`config.mk`:
```
export PLATFORM = sky130hd
export DESIGN_NAME = parking_gate_arbiter_flat
export DESIGN_NICKNAME = d
export VERILOG_FILES = /design/src/rtl/parking_gate_arbiter_if.sv /design/src/rtl/parking_gate_arbiter.sv /design/src/flat_wrapper.sv
export SDC_FILE = /design/constraint.sdc
export NUM_CORES = 1
export LEC_CHECK = 0
export ABC_CLOCK_PERIOD_IN_PS = 2200
export CAP_MARGIN = 20
export CORE_MARGIN = 5
export CORE_UTILIZATION = 40
export CTS_CLUSTER_SIZE = 12
export DETAILED_ROUTE_END_ITERATION = 10
export PLACE_DENSITY_LB_ADDON = 0.08
export SYNTH_ARGS = -nofsm -noshare
export SYNTH_HDL_FRONTEND = slang
export SYNTH_SLANG_ARGS = --single-unit
```
`constraint.sdc`:
```
create_clock -name clock_in -period 2.2 [get_ports clock_in]
set_clock_uncertainty 0.1 [all_clocks]
set_input_delay 0.44 -clock clock_in [delete_from_list [all_inputs] [get_ports clock_in]]
set_output_delay 0.44 -clock clock_in [all_outputs]
set_load 0.05 [all_outputs]
```
`src/rtl/parking_gate_arbiter_if.sv`:
```
// Signal bundle between the car-park lane sensors/password checker and the
// shared-gate arbiter. The master side drives the sensor inputs, the slave owns the gate.
interface parking_gate_arbiter_if #(
    parameter int CNT_W = 4
);
    // Handshake: entry_req/exit_req are levels held by a waiting car until served;
    // pass_ok and car_through are only acted upon in the state that expects them,
    // and every output is registered, so no request reaches an output in the same cycle.
    logic             entry_req;
    logic             exit_req;
    logic             pass_ok;
    logic             car_through;
    logic             entry_gnt;
    logic             exit_gnt;
    logic             gate_open;
    logic             timeout_err;
    logic             full;
    logic             empty;
    logic [CNT_W-1:0] occupancy;
    logic [CNT_W-1:0] free_spaces;
    logic [2:0]       state_dbg;

    modport master (
        output entry_req, exit_req, pass_ok, car_through,
        input  entry_gnt, exit_gnt, gate_open, timeout_err,
        input  full, empty, occupancy, free_spaces, state_dbg
    );

    modport slave (
        input  entry_req, exit_req, pass_ok, car_through,
        output entry_gnt, exit_gnt, gate_open, timeout_err,
        output full, empty, occupancy, free_spaces, state_dbg
    );
endinterface

```
`src/rtl/parking_gate_arbiter.sv`:
```
// Shared-barrier arbiter: alternates the single gate between entry and exit
// lanes, waits for password authorisation, and keeps a saturating occupancy count.
module parking_gate_arbiter #(
    parameter int CAPACITY = 8,
    parameter int CNT_W    = 4,
    parameter int TIMEOUT  = 16,
    parameter int TO_W     = 5
) (
    input  logic                  clock_in,
    input  logic                  rst_in,
    parking_gate_arbiter_if.slave bus
);

    typedef enum logic [2:0] {
        IDLE       = 3'd0,
        AUTH       = 3'd1,
        OPEN_ENTRY = 3'd2,
        OPEN_EXIT  = 3'd3,
        CLOSE      = 3'd4
    } state_t;

    localparam logic [CNT_W-1:0] CAP       = CNT_W'(CAPACITY);
    localparam logic [TO_W-1:0]  TO_LAST   = TO_W'(TIMEOUT - 1);
    localparam logic             LANE_ENTRY = 1'b0;
    localparam logic             LANE_EXIT  = 1'b1;

    state_t           state;
    state_t           state_nx;
    logic [CNT_W-1:0] occ;
    logic [CNT_W-1:0] occ_nx;
    logic [TO_W-1:0]  timer;
    logic [TO_W-1:0]  timer_nx;
    logic             last_served;
    logic             last_nx;
    logic             err_q;
    logic             err_nx;

    logic full_w;
    logic empty_w;
    logic entry_v;
    logic exit_v;
    logic timer_hit;

    assign full_w    = (occ == CAP);
    assign empty_w   = (occ == '0);
    assign entry_v   = bus.entry_req && !full_w;
    assign exit_v    = bus.exit_req && !empty_w;
    assign timer_hit = (timer == TO_LAST);

    always_comb begin
        state_nx = state;
        occ_nx   = occ;
        last_nx  = last_served;
        err_nx   = 1'b0;
        timer_nx = '0;

        case (state)
            IDLE: begin
                // On a tie the lane that was not served most recently wins.
                if (entry_v && exit_v) begin
                    state_nx = (last_served == LANE_EXIT) ? AUTH : OPEN_EXIT;
                end else if (entry_v) begin
                    state_nx = AUTH;
                end else if (exit_v) begin
                    state_nx = OPEN_EXIT;
                end
            end

            AUTH: begin
                if (bus.pass_ok) begin
                    state_nx = OPEN_ENTRY;
                    last_nx  = LANE_ENTRY;
                end else if (!bus.entry_req) begin
                    state_nx = CLOSE;
                    last_nx  = LANE_ENTRY;
                end else if (timer_hit) begin
                    state_nx = CLOSE;
                    last_nx  = LANE_ENTRY;
                    err_nx   = 1'b1;
                end
            end

            OPEN_ENTRY: begin
                if (bus.car_through) begin
                    state_nx = CLOSE;
                    last_nx  = LANE_ENTRY;
                    if (occ != CAP) begin
                        occ_nx = occ + CNT_W'(1);
                    end
                end else if (timer_hit) begin
                    state_nx = CLOSE;
                    last_nx  = LANE_ENTRY;
                    err_nx   = 1'b1;
                end
            end

            OPEN_EXIT: begin
                if (bus.car_through) begin
                    state_nx = CLOSE;
                    last_nx  = LANE_EXIT;
                    if (occ != '0) begin
                        occ_nx = occ - CNT_W'(1);
                    end
                end else if (timer_hit) begin
                    state_nx = CLOSE;
                    last_nx  = LANE_EXIT;
                    err_nx   = 1'b1;
                end
            end

            CLOSE: begin
                state_nx = IDLE;
            end

            default: begin
                state_nx = IDLE;
            end
        endcase

        // The timer only runs while a lane holds the gate; any move restarts it.
        if (state_nx != state) begin
            timer_nx = '0;
        end else if (state == AUTH || state == OPEN_ENTRY || state == OPEN_EXIT) begin
            timer_nx = timer + TO_W'(1);
        end
    end

    always_ff @(posedge clock_in or posedge rst_in) begin
        if (rst_in) begin
            state       <= IDLE;
            occ         <= '0;
            timer       <= '0;
            last_served <= LANE_EXIT;
            err_q       <= 1'b0;
        end else begin
            state       <= state_nx;
            occ         <= occ_nx;
            timer       <= timer_nx;
            last_served <= last_nx;
            err_q       <= err_nx;
        end
    end

    assign bus.entry_gnt   = (state == AUTH) || (state == OPEN_ENTRY);
    assign bus.exit_gnt    = (state == OPEN_EXIT);
    assign bus.gate_open   = (state == OPEN_ENTRY) || (state == OPEN_EXIT);
    assign bus.timeout_err = err_q;
    assign bus.full        = full_w;
    assign bus.empty       = empty_w;
    assign bus.occupancy   = occ;
    assign bus.free_spaces = CAP - occ;
    assign bus.state_dbg   = state;

endmodule

```
`src/flat_wrapper.sv`:
```
// flat-port wrapper written by rule: the top's interface ports become plain ports
module parking_gate_arbiter_flat 
#(
    parameter int CAPACITY = 8,
    parameter int CNT_W    = 4,
    parameter int TIMEOUT  = 16,
    parameter int TO_W     = 5
)
  (clock_in, rst_in, bus_entry_req, bus_exit_req, bus_pass_ok, bus_car_through, bus_entry_gnt, bus_exit_gnt, bus_gate_open, bus_timeout_err, bus_full, bus_empty, bus_occupancy, bus_free_spaces, bus_state_dbg);
  parking_gate_arbiter_if #(.CNT_W(CNT_W)) bus_i ();
  input  logic clock_in;
  input  logic rst_in;
  input wire logic [$bits(bus_i.entry_req)-1:0] bus_entry_req;
  input wire logic [$bits(bus_i.exit_req)-1:0] bus_exit_req;
  input wire logic [$bits(bus_i.pass_ok)-1:0] bus_pass_ok;
  input wire logic [$bits(bus_i.car_through)-1:0] bus_car_through;
  output wire logic [$bits(bus_i.entry_gnt)-1:0] bus_entry_gnt;
  output wire logic [$bits(bus_i.exit_gnt)-1:0] bus_exit_gnt;
  output wire logic [$bits(bus_i.gate_open)-1:0] bus_gate_open;
  output wire logic [$bits(bus_i.timeout_err)-1:0] bus_timeout_err;
  output wire logic [$bits(bus_i.full)-1:0] bus_full;
  output wire logic [$bits(bus_i.empty)-1:0] bus_empty;
  output wire logic [$bits(bus_i.occupancy)-1:0] bus_occupancy;
  output wire logic [$bits(bus_i.free_spaces)-1:0] bus_free_spaces;
  output wire logic [$bits(bus_i.state_dbg)-1:0] bus_state_dbg;
  assign bus_i.entry_req = bus_entry_req;
  assign bus_i.exit_req = bus_exit_req;
  assign bus_i.pass_ok = bus_pass_ok;
  assign bus_i.car_through = bus_car_through;
  assign bus_entry_gnt = bus_i.entry_gnt;
  assign bus_exit_gnt = bus_i.exit_gnt;
  assign bus_gate_open = bus_i.gate_open;
  assign bus_timeout_err = bus_i.timeout_err;
  assign bus_full = bus_i.full;
  assign bus_empty = bus_i.empty;
  assign bus_occupancy = bus_i.occupancy;
  assign bus_free_spaces = bus_i.free_spaces;
  assign bus_state_dbg = bus_i.state_dbg;
  parking_gate_arbiter #(.CAPACITY(CAPACITY), .CNT_W(CNT_W), .TIMEOUT(TIMEOUT), .TO_W(TO_W)) u_core (.clock_in(clock_in), .rst_in(rst_in), .bus(bus_i));
endmodule
```
## Yosys cells after proc, flatten, opt, wreduce, memory -nomap -nowiden

Index checks and enable logic that the tools add are counted.

| storage, ports and cells | value |
|---|---|
| input port bits | 6 |
| output and inout port bits | 17 |
| word-level logic and storage cells | 65 |
| flip-flop bits (word level) | 14 |

| cells by class | value |
|---|---|
| equality and inequality tests | 12 |
| multiplexer cells | 28 |
| reduce and logical (&&, ||, !) cells | 16 |
| add/subtract/negate cells | 4 |

Operator list:

| operator | number |
|---|---|
| 3-bit 2-to-1 mux | 7 |
| 4-bit 2-to-1 mux | 4 |
| 1-bit 2-to-1 mux | 10 |
| 5-bit 2-to-1 mux | 2 |
| 3-bit case mux with 3 select lines | 1 |
| 4-bit case mux with 2 select lines | 1 |
| 3-bit by 2-bit equality test with 1-bit output (second input constant) | 2 |
| 5-bit by 1-bit adder with 5-bit output (second input constant) | 1 |
| 5-bit by 4-bit equality test with 1-bit output (second input constant) | 1 |
| 5-bit AND reduction | 1 |
| 4-bit by 1-bit adder with 4-bit output (second input constant) | 1 |
| 4-bit equality test (second input constant) | 1 |
| 4-bit zero test | 1 |
| 2-bit by 1-bit inequality test with 1-bit output (second input constant) | 2 |
| 2-bit inequality test (second input constant) | 2 |
| 4-bit inequality test (second input constant) | 1 |
| 4-bit nonzero test | 1 |
| 4-bit by 1-bit subtractor with 4-bit output (second input constant) | 1 |
| 4-bit subtractor (first input constant) | 1 |
| 3-bit by 1-bit equality test with 1-bit output (second input constant) | 1 |
| 1-bit logical AND | 3 |
| 3-bit zero test | 1 |
| 1-bit logical OR | 3 |
| 3-bit by 2-bit inequality test with 1-bit output (second input constant) | 1 |
| 9 further kinds | 10 |

## Longest topological paths before layout

Gate-level depths: netlist of the first run.

| logic depth | value |
|---|---|
| word-level depth | 9 |
| gate-level depth with buffers | 9 |

## Worst setup path before layout of the first run

Ideal clock, no wire load.

| path | value |
|---|---|
| kind | reg-to-reg |
| from | register u_core.state[2] (netlist: u_core.bus.state_dbg[2]) |
| to | register u_core.occ[3] (netlist: u_core.bus.occupancy[3]) |
| required time | 2006 ps |
| arrival time | 3266 ps |
| setup slack | -1260 ps |
| period minus slack after synthesis | 3460 ps |
| cell stages (with the launch flop) | 10 |
| path through | dfrtp_1 buf_2 nor2b_1 nand2_1 inv_1 ha_1 a21o_1 a21o_1 mux2i_1 a211oi_1 |

| between the ends | value |
|---|---|
| word-level cells in the longest chain between the ends | 3 |
| elaborated cells on any way between the ends | 9 |
| those cells by class | eq/ne: 6; mux: 1; reduce/logical: 2 |

RTL lines:

| element | RTL line | source |
|---|---|---|
| start: declaration | parking_gate_arbiter.sv:27 | `state_t state;` |
| start signal: assignment | parking_gate_arbiter.sv:136 | `state <= state_nx;` |
| 3-bit by 2-bit equality test with 1-bit output * | - |  |
| net bus_exit_gnt | flat_wrapper.sv:18 | `output wire logic [$bits(bus_i.exit_gnt)-1:0] bus_exit_gnt;` |
| 2-bit by 1-bit inequality test with 1-bit output (no line), or another cell as far along | - |  |
| 5-bit AND reduction (no line) | - |  |
| end signal: assignment | parking_gate_arbiter.sv:137 | `occ <= occ_nx;` |
| end: declaration | parking_gate_arbiter.sv:29 | `logic [CNT_W-1:0] occ;` |

Mark *: on every way through the listed nets, which the timed path passes. The rest lies on a longest branch.
A chain may end at the register's enable or synchronous reset.

## Worst setup path in the final report of the first run

| path | value |
|---|---|
| from | register u_core.occ[1] (netlist: u_core.bus.occupancy[1]) |
| to | output bus_full |

| between the ends | value |
|---|---|
| word-level cells in the longest chain between the ends | 1 |

RTL lines:

| element | RTL line | source |
|---|---|---|
| 4-bit equality test | parking_gate_arbiter.sv:44 | `assign full_w = (occ == CAP);` |
| end: declaration | flat_wrapper.sv:21 | `output wire logic [$bits(bus_i.full)-1:0] bus_full;` |

Every way passes these cells.

==> impl_metrics.csv, run 1 <==
group,metric,value,unit
status,status,"completed",
worst_setup_path,critPathSlowestCell,"dfrtp_2",
place,portBuffers,22,
route,first_pass_iters,4,
worst_setup_path,path_depth,6,
worst_setup_path,max_stage_delay,460,ps
route,vias,886,
final_layout,antenna_cells,0,
clock_network,root_buffer,"clkbuf_4",
global_route,grt-ovfl-total,0,
logic_synthesis,synthCells,103,
timing,setup_tns,0,ps
floorplanning,placementRows,17,
worst_setup_path,r2r_start,"u_core.timer[0]$_DFF_PP0_",
clock_network,postCtsSetupBuffers,0,
worst_setup_path,crit_path_start,"u_core.bus.occupancy[1]$_DFFE_PP0P_",
timing,slew_violations,0,
clock_network,cts_htree_levels,1,
worst_setup_path,cp_top_family,"flip-flops",
timing,timing.fmax,475,MHz
global_route,grt_pass1_wl,4040,um
floorplanning,coreArea,0.00225,mm^2
global_route,antenna_found_initial,0,
hold_path,hold_path_class,"reg2reg",
logic_synthesis,yosysWarnings,0,
logic_synthesis,netlist_area,955,um^2
place,gp_congestion,0.860,
timing,setup_ws,95.5,ps
route,dr.first_iter.drc_count,36,
floorplanning,dieArea,0.00346,mm^2
global_route,grt_max_degree,15,
global_route,grt_pass1_vias,900,
route,via_per_inst,5.64,
global_route,top_usage_layer,"met2",
hold_path,whs_path_depth,1,
route,route.detailed.wl_per_inst,14.6,um
final_layout,drive_above_1_share,30.2,%
final_layout,finalNonFillerCells,157,
final_layout,layout_commonest_cell,"buf_4",
logic_synthesis,yosysSeqAreaShare,36.8,%
worst_setup_path,end_kind,"primary output",
logic_synthesis,synth_enable_flop_cells,0,
final_layout,nNetsFinal,142,
logic_synthesis,synth_cell_types,36,
timing,final-hold-violation-count,0,
clock_network,clk_pin_slew,90,ps
flow_run,drv_cap,0,
timing,period_share,95.7,%
clock_network,numCtsBuffers,3,
worst_setup_path,crit_chain,"inv_1, ha_4, nor2b_2, nand2_1, clkinvlp_4, buf_12",
worst_setup_path,worst_r2r_path_depth,6,
floorplanning,ios,23,
global_route,use_met3,2.85,%
final_layout,mostFrequentLayoutCells,"buf_4 (11), nor2_1 (10), clkdlybuf4s50_1 (9), dfrtp_1 (9), buf_12 (7)",
final_layout,n_fill_cell,204,
worst_setup_path,cp-start-kind,"flop",
clock_network,cts_tree,"yes",
route,drc_errors,0,
clock_network,postCtsHoldBufs,0,
logic_synthesis,synth_flop_cell,"dfrtp_1",
timing,finalSetupViolCount,0,
route,wirelength,2290,um
global_route,track_usage,14.9,%
floorplanning,die_width,58.9,um
timing,whs,383,ps
worst_setup_path,r2r_end,"u_core.timer[0]$_DFF_PP0_",
place,hpwl,1790,um
global_route,gr-usage-met2,24.4,%
worst_setup_path,rrSetupSlack,160,ps
worst_setup_path,crit_arrival,1560,ps
logic_synthesis,synth_fp_nets,115,
logic_synthesis,async_flop_share,100,%
clock_network,cts_sinks,14,
route,antenna_left,0,
timing,rsz0062_at_grt,"false",
place,post-place-cells,153,
timing,slew_headroom,64.0,%
worst_setup_path,worst_ep_required_time,1660,ps
floorplanning,initial_core_util,42.3,%
worst_setup_path,path_max_fanout,5,
place,dpl_worst_slack,144,ps
clock_network,cts_buffer_depth,2,
timing,min_period,2100,ps
worst_setup_path,path_class,"reg2out",
logic_synthesis,ys_ff_latch,14,
logic_synthesis,avgSynthCellArea,9.27,um^2
final_layout,synthToLayoutAreaGrowth,45.1,%
timing,tightest_slew,539,ps
worst_setup_path,endpoint,"bus_full",
clock_network,clkLatencyLatePin,280,ps
global_route,use_met1,18.8,%
floorplanning,die_y,58.9,um
worst_setup_path,path_buf_inv,3,
routing by layer:
layer	share of wire, %	wire [um]
met1	44	1010
met2	48	1090
met3	6.1	140
met4	2.0	46
met5	0	0
registers in the layout (all words and copies together) (netlist names):
register / count
u_core.bus.state_dbg: 3
u_core.timer: 5
u_core.bus.occupancy: 4
u_core.bus.timeout_err: 1
u_core.last_served: 1
cells in the mapped netlist (3+ instances only):
cell,instances,share of area [%]
a211oi_1,7,5.5
nor2b_1,4,2.6
ha_1,5,6.6
inv_1,7,2.8
dfrtp_1,13,34
buf_2,4,2.1
a21oi_1,4,2.1
nand3_1,5,2.6
nand2b_1,3,2.0
nor2_1,10,3.9
xor2_1,3,2.8
nor3_1,3,1.6
a21o_1,3,2.4
nand2_1,6,2.4
xnor2_1,5,4.6
kinds of logic (layout without fill, tap and decap cells):
kind of cell	count (synthesis)	after routing	share of synthesized area (%)
compound gates	24	24	18.6
xor+xnor	8	8	7.34
fa+ha+maj	6	6	8.65
buf+inv	12	38	5.64
flops	14	14	36.8
mux	2	2	2.23
simple gates	37	37	20.7
cell type report:
| class | count | area [um^2] | area share, % |
|---|---|---|---|
| multi-input combinational | 77 | 611 | 44.1 |
| tap | 28 | 35.0 | 2.53 |
| inverter | 7 | 33.8 | 2.44 |
| clock buffer | 4 | 36.3 | 2.62 |
| sequential | 14 | 357 | 25.7 |
| timing repair buffer | 27 | 313 | 22.6 |
worst min-delay path by stage:
stage	start	endpoint	slack, ps
after floorplan	rst_in	u_core.bus.occupancy[2]$_DFFE_PP0P_	230
after detailed placement	u_core.timer[0]$_DFF_PP0_	u_core.timer[0]$_DFF_PP0_	380
after global placement	u_core.timer[0]$_DFF_PP0_	u_core.timer[0]$_DFF_PP0_	350
final	u_core.timer[0]$_DFF_PP0_	u_core.timer[0]$_DFF_PP0_	380
after global routing	u_core.timer[0]$_DFF_PP0_	u_core.timer[0]$_DFF_PP0_	420
after CTS	u_core.timer[0]$_DFF_PP0_	u_core.timer[0]$_DFF_PP0_	390
stage by stage:
stage               instance area [um^2]  utilization (%)
floorplan                           1020                -
global placement                    1330             59.2
detailed placement                  1330             59.2
CTS                                 1370             60.9
global route                        1390             61.4
finish                              1390             61.4
timing repair:
item / 4_1_cts / 5_1_grt
endpoints found under the setup margin: 1 / 1
gates resized for setup: 2 / 2
cloned: 0 / 0
Power of run 1 is not shown: default switching activity piles up to over one toggle a cycle in this logic, so the estimate is an artifact.
==> run 2, diff against run 1 <==
==> constraint.sdc (replaced) <==
create_clock -name clock_in -period 2.2 [get_ports clock_in]
set_clock_uncertainty 0.1 [all_clocks]
set_input_delay 0.44 -clock clock_in [delete_from_list [all_inputs] [get_ports clock_in]]
set_output_delay 0.44 -clock clock_in [all_outputs]
set_load 0.02 [all_outputs]
==> run 2 against run 1 <==
Effect of this change: first-iteration DRC count is 69% lower; core utilization is 3.5 points lower; global-route usage is 0.94 points lower; via count is 5.4% lower; sequential share of layout area is 1.3 points higher; die area stayed put; non-clock buffer count is 6 higher; final cell count is 3.8% higher; register-to-register slack better by 60 ps; wire length is 3.8% lower; worst setup slack worse by 11 ps; final area is 5.7% lower.
==> impl_metrics.csv, run 2 (same netlist as run 1, synthesis figures left out) <==
group,metric,value,unit
place,post-place-cells,159,
timing,setup_tns,0,ps
final_layout,n_fill_cell,226,
pwr,p_sw_share,44.9,%
timing,slew_violations,0,
floorplanning,placementRows,17,
timing,whs,374,ps
final_layout,multiInputGateArea,564,um^2
hold_path,hold_path_class,"reg2reg",
flow_run,drv_cap,0,
final_layout,seq_area,353,um^2
status,status,"completed",
place,portBuffers,22,
route,dr.first_iter.drc_count,11,
route,via_per_inst,5.14,
route,wl_met2,1010,um
final_layout,layout_commonest_cell,"clkdlybuf4s50_1",
worst_setup_path,end_kind,"primary output",
final_layout,largest_reg_flops,5,
final_layout,antenna_cells,0,
pwr,combPwrFrac,68.5,%
timing,tightest_slew,550,ps
clock_network,root_buffer,"clkbuf_4",
route,highest-signal-layer,"met4",
floorplanning,die_width,58.9,um
global_route,grt-ovfl-total,0,
worst_setup_path,worst_ep_required_time,1660,ps
timing,finalSetupViolCount,0,
timing,min_period,2120,ps
floorplanning,die_y,58.9,um
global_route,grt_max_degree,15,
route,vias,838,
route,wirelength,2200,um
clock_network,cts_buffer_depth,2,
floorplanning,initial_core_util,42.3,%
final_layout,synthToLayoutAreaGrowth,36.8,%
clock_network,clk_pin_slew,90,ps
timing,slew_headroom,63.3,%
clock_network,cts_sinks,14,
pwr,ir_worst_vdd,0.738,mV
floorplanning,coreArea,0.00225,mm^2
timing,timing.fmax,473,MHz
floorplanning,ios,23,
pwr,p_switching,861,uW
final_layout,nNetsFinal,148,
pwr,internal-power,1.06,mW
worst_setup_path,path_max_fanout,2,
pwr,p_clk_share,10.0,%
final_layout,finalNonFillerCells,163,
clock_network,numCtsBuffers,3,
worst_setup_path,max_stage_delay,590,ps
global_route,track_usage,14.0,%
global_route,grt_pass1_vias,846,
floorplanning,dieArea,0.00346,mm^2
route,first_pass_iters,4,
final_layout,mostFrequentLayoutCells,"clkdlybuf4s50_1 (16), dfrtp_1 (12), buf_4 (11)",
pwr,leakage,0.607,nW
clock_network,clkLatencyLatePin,280,ps
final_layout,regMostFlops,"u_core.timer",
global_route,grt_pass1_wl,3710,um
route,route.detailed.wl_per_inst,13.5,um
timing,final-hold-violation-count,0,
worst_setup_path,crit_chain,"inv_1, ha_1, clkdlybuf4s50_1",
pwr,power.density,1470,mW/mm^2
worst_setup_path,cp-start-kind,"flop",
timing,period_share,96.2,%
final_layout,drive_above_1_share,17.8,%
route,wl_met3,110,um
worst_setup_path,critPathSlowestCell,"clkdlybuf4s50_1",
clock_network,cts_tree,"yes",
pwr,p_seq_share,21.6,%
place,gp_congestion,0.813,
route,antenna_left,0,
place,hpwl,1730,um
worst_setup_path,path_class,"reg2out",
worst_setup_path,crit_arrival,1580,ps
clock_network,cts_htree_levels,1,
pwr,power,1.92,mW
global_route,antenna_found_initial,0,
route,wl_met1,1060,um
route,drc_errors,0,
==> run 2: power by group through the flow <==
stage / logic, mW / clock network [mW] / registers (mW)
after floorplan: 0.778 / 0 / 0.474
after global placement: 1.33 / 0 / 0.418
after detailed placement: 1.35 / 0 / 0.420
after CTS: 1.31 / 0.199 / 0.414
after global routing: 1.45 / 0.211 / 0.426
final: 1.31 / 0.191 / 0.413
==> run 2: routing by layer <==
layer | up-vias | track usage (%)
li1 | 426 | -
met1 | 389 | 18.1
met2 | 19 | 23.5
met3 | 4 | 2.19
met4 | 0 | 4.85
met5 | - | 0
==> run 2: through the flow <==
| step | util [%] | setup WS, ps | area [um^2] |
|---|---|---|---|
| final | 57.9 | 84.1 | 1310 |
| after global routing | 57.9 | -3.23 | 1310 |
| after CTS | 57.9 | 29.9 | 1310 |
| after detailed placement | 56.6 | 99.3 | 1280 |
| after global placement | 56.6 | 110 | 1280 |
| after floorplan | - | 19.2 | 968 |
==> run 2: worst max-delay path, delay by kind of cell (launching register included) <==
kind                       cells  cell delay (ps)
DFF                            1              360
buffers and inverters          2              660
adders and majority gates      1              270
==> run 2: final cells by class <==
| class | instances | share of cell area (%) |
|---|---|---|
| Multi-Input combinational cell | 77 | 43.2 |
| Sequential cell | 14 | 27.0 |
| Timing Repair Buffer | 33 | 22.3 |
| Clock buffer | 4 | 2.78 |
| Tap cell | 28 | 2.68 |
| Inverter | 7 | 2.01 |
==> run 2: final timing paths <==
kind                                                     start                             endpoint  slack, ps  depth (start not counted)
max in group asynchronous                               rst_in    u_core.bus.state_dbg[2]$_DFF_PP0_       1210                          2
max                        u_core.bus.occupancy[1]$_DFFE_PP0P_                   bus_free_spaces[1]         80                          3
min in group asynchronous                               rst_in  u_core.bus.occupancy[1]$_DFFE_PP0P_        390                          2
max reg2reg                          u_core.timer[0]$_DFF_PP0_            u_core.timer[0]$_DFF_PP0_        220                          6
min reg2reg                          u_core.timer[0]$_DFF_PP0_            u_core.timer[0]$_DFF_PP0_        370                          1
min                                  u_core.timer[0]$_DFF_PP0_            u_core.timer[0]$_DFF_PP0_        370                          1
==> run 2: repair_timing <==
action / in CTS / in global routing
hold endpoints to repair: 0 / 0
resized for setup: 6 / 3
endpoints found under the setup margin: 6 / 2
hold buffers: 0 / 0
buffers inserted: 0 / 0
(Power assumes the default switching activity.)
